$ cat src/rtl/spiker_out_collector.sv
// Spike output collector: packs a stream of WIDTH-bit spike words into one
// DATA_WIDTH-bit frame and hands it to the hw2reg writer with a one-cycle strobe.
// Aborted (restart) and timed-out frames are flagged sticky for software.
module spiker_out_collector #(
    parameter int unsigned WIDTH       = 32,
    parameter int unsigned DATA_WIDTH  = 768,
    parameter int unsigned TIMEOUT     = 1024,
    parameter int unsigned FRAME_CNT_W = 16
) (
    input  logic                   clk_i,
    input  logic                   rst_i,
    input  logic                   start_i,
    input  logic [WIDTH-1:0]       word_i,
    input  logic                   word_valid_i,
    output logic                   word_ready_o,
    input  logic                   clear_err_i,
    output logic [DATA_WIDTH-1:0]  data_out_o,
    output logic                   sample_o,
    output logic                   busy_o,
    output logic                   err_o,
    output logic                   timeout_o,
    output logic [FRAME_CNT_W-1:0] frame_cnt_o
);

    localparam int unsigned N_WORDS = DATA_WIDTH / WIDTH;
    localparam int unsigned CntW    = (N_WORDS > 1) ? $clog2(N_WORDS) : 1;
    localparam int unsigned TimerW  = (TIMEOUT > 0) ? $clog2(TIMEOUT + 1) : 1;

    localparam logic [CntW-1:0]   LastCnt   = CntW'(N_WORDS - 1);
    localparam logic [TimerW-1:0] TimerLast = (TIMEOUT > 0) ? TimerW'(TIMEOUT - 1) : '0;
    localparam logic [TimerW-1:0] TimerMax  = '1;

    typedef enum logic [1:0] {
        StIdle,
        StCollect,
        StCommit
    } state_e;

    state_e                 state_q, state_d;
    logic [CntW-1:0]        word_cnt_q, word_cnt_d;
    logic [TimerW-1:0]      timer_q, timer_d;
    logic [DATA_WIDTH-1:0]  frame_q, frame_d;
    logic [DATA_WIDTH-1:0]  data_out_q, data_out_d;
    logic [FRAME_CNT_W-1:0] frame_cnt_q, frame_cnt_d;
    logic                   word_ready_q, word_ready_d;
    logic                   err_q, err_d;
    logic                   timeout_q, timeout_d;
    logic                   err_set, timeout_set;
    logic                   handshake;

    assign handshake = word_valid_i && word_ready_q;

    // Next-state, frame assembly and commit decision.
    always_comb begin
        state_d     = state_q;
        word_cnt_d  = word_cnt_q;
        timer_d     = timer_q;
        frame_d     = frame_q;
        data_out_d  = data_out_q;
        frame_cnt_d = frame_cnt_q;
        err_set     = 1'b0;
        timeout_set = 1'b0;

        unique case (state_q)
            StIdle: begin
                if (start_i) begin
                    state_d    = StCollect;
                    word_cnt_d = '0;
                    timer_d    = '0;
                end
            end
            StCollect: begin
                if (start_i) begin
                    // Restart wins over a same-cycle word; that word is dropped.
                    word_cnt_d = '0;
                    timer_d    = '0;
                    err_set    = 1'b1;
                end else if (handshake) begin
                    frame_d[word_cnt_q*WIDTH +: WIDTH] = word_i;
                    timer_d = '0;
                    if (word_cnt_q == LastCnt) begin
                        // Last word is merged into the published frame on this same edge.
                        data_out_d  = frame_d;
                        frame_cnt_d = frame_cnt_q + 1'b1;
                        word_cnt_d  = '0;
                        state_d     = StCommit;
                    end else begin
                        word_cnt_d = word_cnt_q + 1'b1;
                    end
                end else if ((TIMEOUT != 0) && (timer_q == TimerLast)) begin
                    timeout_set = 1'b1;
                    word_cnt_d  = '0;
                    timer_d     = '0;
                    state_d     = StIdle;
                end else if (timer_q != TimerMax) begin
                    timer_d = timer_q + 1'b1;
                end
            end
            StCommit: begin
                // A start seen during the strobe cycle is folded straight into the exit
                // decision, so it is never lost and needs no storage beyond this cycle.
                state_d    = start_i ? StCollect : StIdle;
                word_cnt_d = '0;
                timer_d    = '0;
            end
            default: begin
                state_d = StIdle;
            end
        endcase

        // Setting a sticky flag beats a simultaneous clear.
        err_d        = (err_q & ~clear_err_i) | err_set;
        timeout_d    = (timeout_q & ~clear_err_i) | timeout_set;
        word_ready_d = (state_d == StCollect);
    end

    // State and datapath registers with synchronous reset.
    always_ff @(posedge clk_i) begin
        if (rst_i) begin
            state_q      <= StIdle;
            word_cnt_q   <= '0;
            timer_q      <= '0;
            frame_q      <= '0;
            data_out_q   <= '0;
            frame_cnt_q  <= '0;
            word_ready_q <= 1'b0;
            err_q        <= 1'b0;
            timeout_q    <= 1'b0;
        end else begin
            state_q      <= state_d;
            word_cnt_q   <= word_cnt_d;
            timer_q      <= timer_d;
            frame_q      <= frame_d;
            data_out_q   <= data_out_d;
            frame_cnt_q  <= frame_cnt_d;
            word_ready_q <= word_ready_d;
            err_q        <= err_d;
            timeout_q    <= timeout_d;
        end
    end

    assign word_ready_o = word_ready_q;
    assign data_out_o   = data_out_q;
    assign sample_o     = (state_q == StCommit);
    assign busy_o       = (state_q != StIdle);
    assign err_o        = err_q;
    assign timeout_o    = timeout_q;
    assign frame_cnt_o  = frame_cnt_q;

endmodule

$ cat config.mk
export PLATFORM = sky130hd
export DESIGN_NAME = spiker_out_collector
export DESIGN_NICKNAME = d
export VERILOG_FILES = /design/src/rtl/spiker_out_collector.sv
export SDC_FILE = /design/constraint.sdc
export NUM_CORES = 2
export LEC_CHECK = 0
export CAP_MARGIN = 20
export CORE_AREA = 8 8 273 473
export CTS_BUF_LIST = sky130_fd_sc_hd__clkbuf_8
export DETAILED_ROUTE_END_ITERATION = 6
export DIE_AREA = 0 0 281 481
export GPL_TIMING_DRIVEN = 0
export PLACE_DENSITY = 0.76
export RECOVER_POWER = 25
export SYNTH_ARGS = -nofsm -noshare
export SYNTH_HDL_FRONTEND = slang
export SYNTH_SLANG_ARGS = --single-unit
$ cat constraint.sdc
create_clock -name clk_i -period 3.4 [get_ports clk_i]
set_input_delay 0.51 -clock clk_i [delete_from_list [all_inputs] [get_ports clk_i]]
set_output_delay 0.51 -clock clk_i [all_outputs]
set_load 0.02 [all_outputs]
==> flow_metrics.tcl <==
set metrics [dict create \
    outcome "complete, but fails checks" \
    violations "DRC, setup timing" \
    final_hold_viol_count 0 \
    synth.avg_cell_area_um2 8.42 \
    min_path_type "in -> reg" \
    grt_max_degree 18 \
    start_util 0.498 \
    yosysWarnings 0 \
    setup_violations 121 \
    numCtsBuffers 215 \
    crit_arrival_ns 4.38 \
    grt_pass1_wl_um 429000 \
    final_common_cell "nand2_1" \
    clk_latency_ns 0.99 \
    switchingPower_mw 8.79 \
    wirelength_um 314000 \
    fin_crit_ns 3.57 \
    fin_worst_skew_ns 0.0440 \
    fp.dieH_um 481 \
    grt_setup_unrepaired "yes" \
    wl_per_cell_um 30.9 \
    numPortBuffers 801 \
    synth_fp_nets 7269 \
    cts_hold_buf 0 \
    drc 3 \
    vias_per_cell 6.16 \
    slew-limit-headroom 0.102 \
    synth.largest_area_cell "dfxtp_1" \
    preCtsSetupSlack_ns -2.15 \
    reg2reg_slack_ns -0.06 \
    layout.nets 8405 \
    antenna_found_initial 27 \
    synth_edf_count 0 \
    drtPass1Iterations 7 \
    critPathKind "in -> reg" \
    root_buffer "clkbuf_8" \
    design.die.area_um2 135000 \
    grt_pass1_vias 59500 \
    rows 170 \
    final_cell_area_um2 77700 \
    ir_worst_vdd_uv 363 \
    power_density_nw_per_um2 453 \
    startpoint_type "input port" \
    power_frac_seq 0.524 \
    end_kind "register" \
    tightest_slew_ns 1.35 \
    num_vias 62700 \
    worst-path-max-fanout 10 \
    fin_setup_tns_ns -8.27 \
    multi_input_area_um2 26700 \
    syn_inst 7227 \
    required_ns 4.21 \
    track_usage 0.444 \
    regArea_um2 31500 \
    synth.area.top_cells "dfxtp_1 52%, nand2_1 10%, a21oi_1 7.8%" \
    synth-seq-area-share 0.518 \
    slew_violations 0 \
    min_from "word_i[27]" \
    drtAntennaViolNets 0 \
    area_growth_pct 27.8 \
    rr_worst_depth 9 \
    p_clk_frac 0.435 \
    postPlaceCellArea_um2 72100 \
    grt.overflow.total 0 \
    gp_congestion 1.05 \
    sw_frac_of_total 0.250 \
    synth_flop_cell "dfxtp_1" \
    numClockSinks 1573 \
    fmax_ghz 0.280 \
    r2r_start "word_cnt_q[0]" \
    max-clock-path-buffers 3 \
    clkTransAtPathRegs_ns 0.07 \
    core_um2 122000 \
    detailed_place_hpwl_um 240000 \
    dieWidth_um 281 \
    h-tree-depth 4 \
    fin_crit_sh 1.05 \
    final_cell_mix "1636 x nand2_1, 1572 x dfxtp_1, 951 x a21oi_1" \
    comb_power_share 0.042 \
    num_io_pins 826 \
    synth_area_um2 60800 \
    drt_iter0_markers 7376 \
    yosysTopAreaCellShare 0.518 \
    cp-startpoint "rst_i" \
    postLayoutSetupSlackWorst_ns -0.170 \
    r2r_end "data_out_o[213]" \
    maxCapViolations 0 \
    synth_seq_cells 1573 \
    fill_cells 10700 \
    cts_tree "yes" \
    final_util 0.636 \
    intPower_mw 26.4 \
    leakagePower_nw 29.6 \
    async_reset_ff_frac 0 \
    critPathCapture "frame_q[575]" \
    synthDistinctLibCells 70 \
    drive_above_1_share 0.0914 \
]
per-stage QoR:
step | hold slack [ns] | cells | total power [mW]
3_3_place_gp | 0.437 | 9662 | 20.1
5_1_grt | 0.0902 | 10200 | 35.8
3_5_place_dp | 0.443 | 9726 | 20.2
4_1_cts | 0.0231 | 10200 | 35.0
6_report | 0.112 | 10200 | 35.2
2_1_floorplan | 0.431 | 7227 | 19.4
synth_stat cells (all sizes together) (7+ instances only):
library cell  number
a2111oi           35
a211oi           427
a21oi            960
a221o             24
a311oi            34
and2              37
and3               8
and4               7
buf              208
clkbuf           517
dfxtp           1573
mux2i            150
nand2           1639
nand2b           162
nand3            152
nand3b            95
nand4             53
nor2             298
nor2b             16
nor3             323
nor4              15
o21ai            139
o21bai           273
or3               10
xnor2              8
xor2               8
registers in the layout, indices dropped and copies added (netlist names):
register,cells
data_out_o,768
timer_q,11
word_cnt_q,5
err_o,1
word_ready_o,1
timeout_o,1
frame_q,768
state_q,2
frame_cnt_o,16
power groups by stage:
stage	clock network [mW]	logic, mW	registers, mW
floorplan	0	0.530	18.8
global placement	0	1.25	18.8
finish	15.3	1.47	18.4
global route	16.0	1.42	18.4
detailed placement	0	1.34	18.8
CTS	15.2	1.35	18.4
critical path, cell delays in order:
cell,delay [ns]
clkbuf_1,0.84
clkbuf_2,0.64
clkbuf_1,0.61
clkbuf_2,0.49
clkbuf_2,0.55
clkbuf_2,0.61
a21oi_1,0.09
final cells by class:
type	count	share of cell area
Multi-Input combinational cell	4925	0.343
Clock buffer	273	0.0483
Sequential cell	1573	0.405
Antenna cell	16	0.000515
Timing Repair Buffer	931	0.125
Buffer	713	0.0417
Tap cell	1634	0.0263
Inverter	4	0.000225
Clock inverter	116	0.00906
worst min-delay path by stage:
stage	to	slack, ns	cells past startpoint
finish	data_out_o[283]	0.11	3
global route	data_out_o[283]	0.09	3
CTS	data_out_o[283]	0.02	3
detailed placement	frame_q[732]	0.44	2
global placement	frame_q[707]	0.44	2
floorplan	frame_q[704]	0.43	2
per-layer routing:
| metal | track usage | vias up | routed length (µm) | share of wire |
|---|---|---|---|---|
| met4 | 0.399 | 14 | 35600 | 0.11 |
| met2 | 0.682 | 4525 | 134000 | 0.43 |
| li1 | - | 27200 | - | - |
| met5 | 0 | - | 92 | 0.00029 |
| met3 | 0.174 | 1452 | 43000 | 0.14 |
| met1 | 0.468 | 29600 | 101000 | 0.32 |
logic make-up after synthesis:
logic type	after synthesis	share of synthesized area
compound gates	1918	0.196
xor+xnor	16	0.00292
fa+ha+maj	5	0.00103
buf+inv	729	0.0498
flops	1573	0.518
mux	151	0.0249
simple gates	2835	0.208
what timing repair did:
item,CTS,global route
resized for setup,136,60
pin swaps,23,10
endpoints found under the setup margin,1570,553
cloned,0,1
endpoints found under the hold margin,0,0
setup buffers,49,11
(Power assumes the default switching activity.)
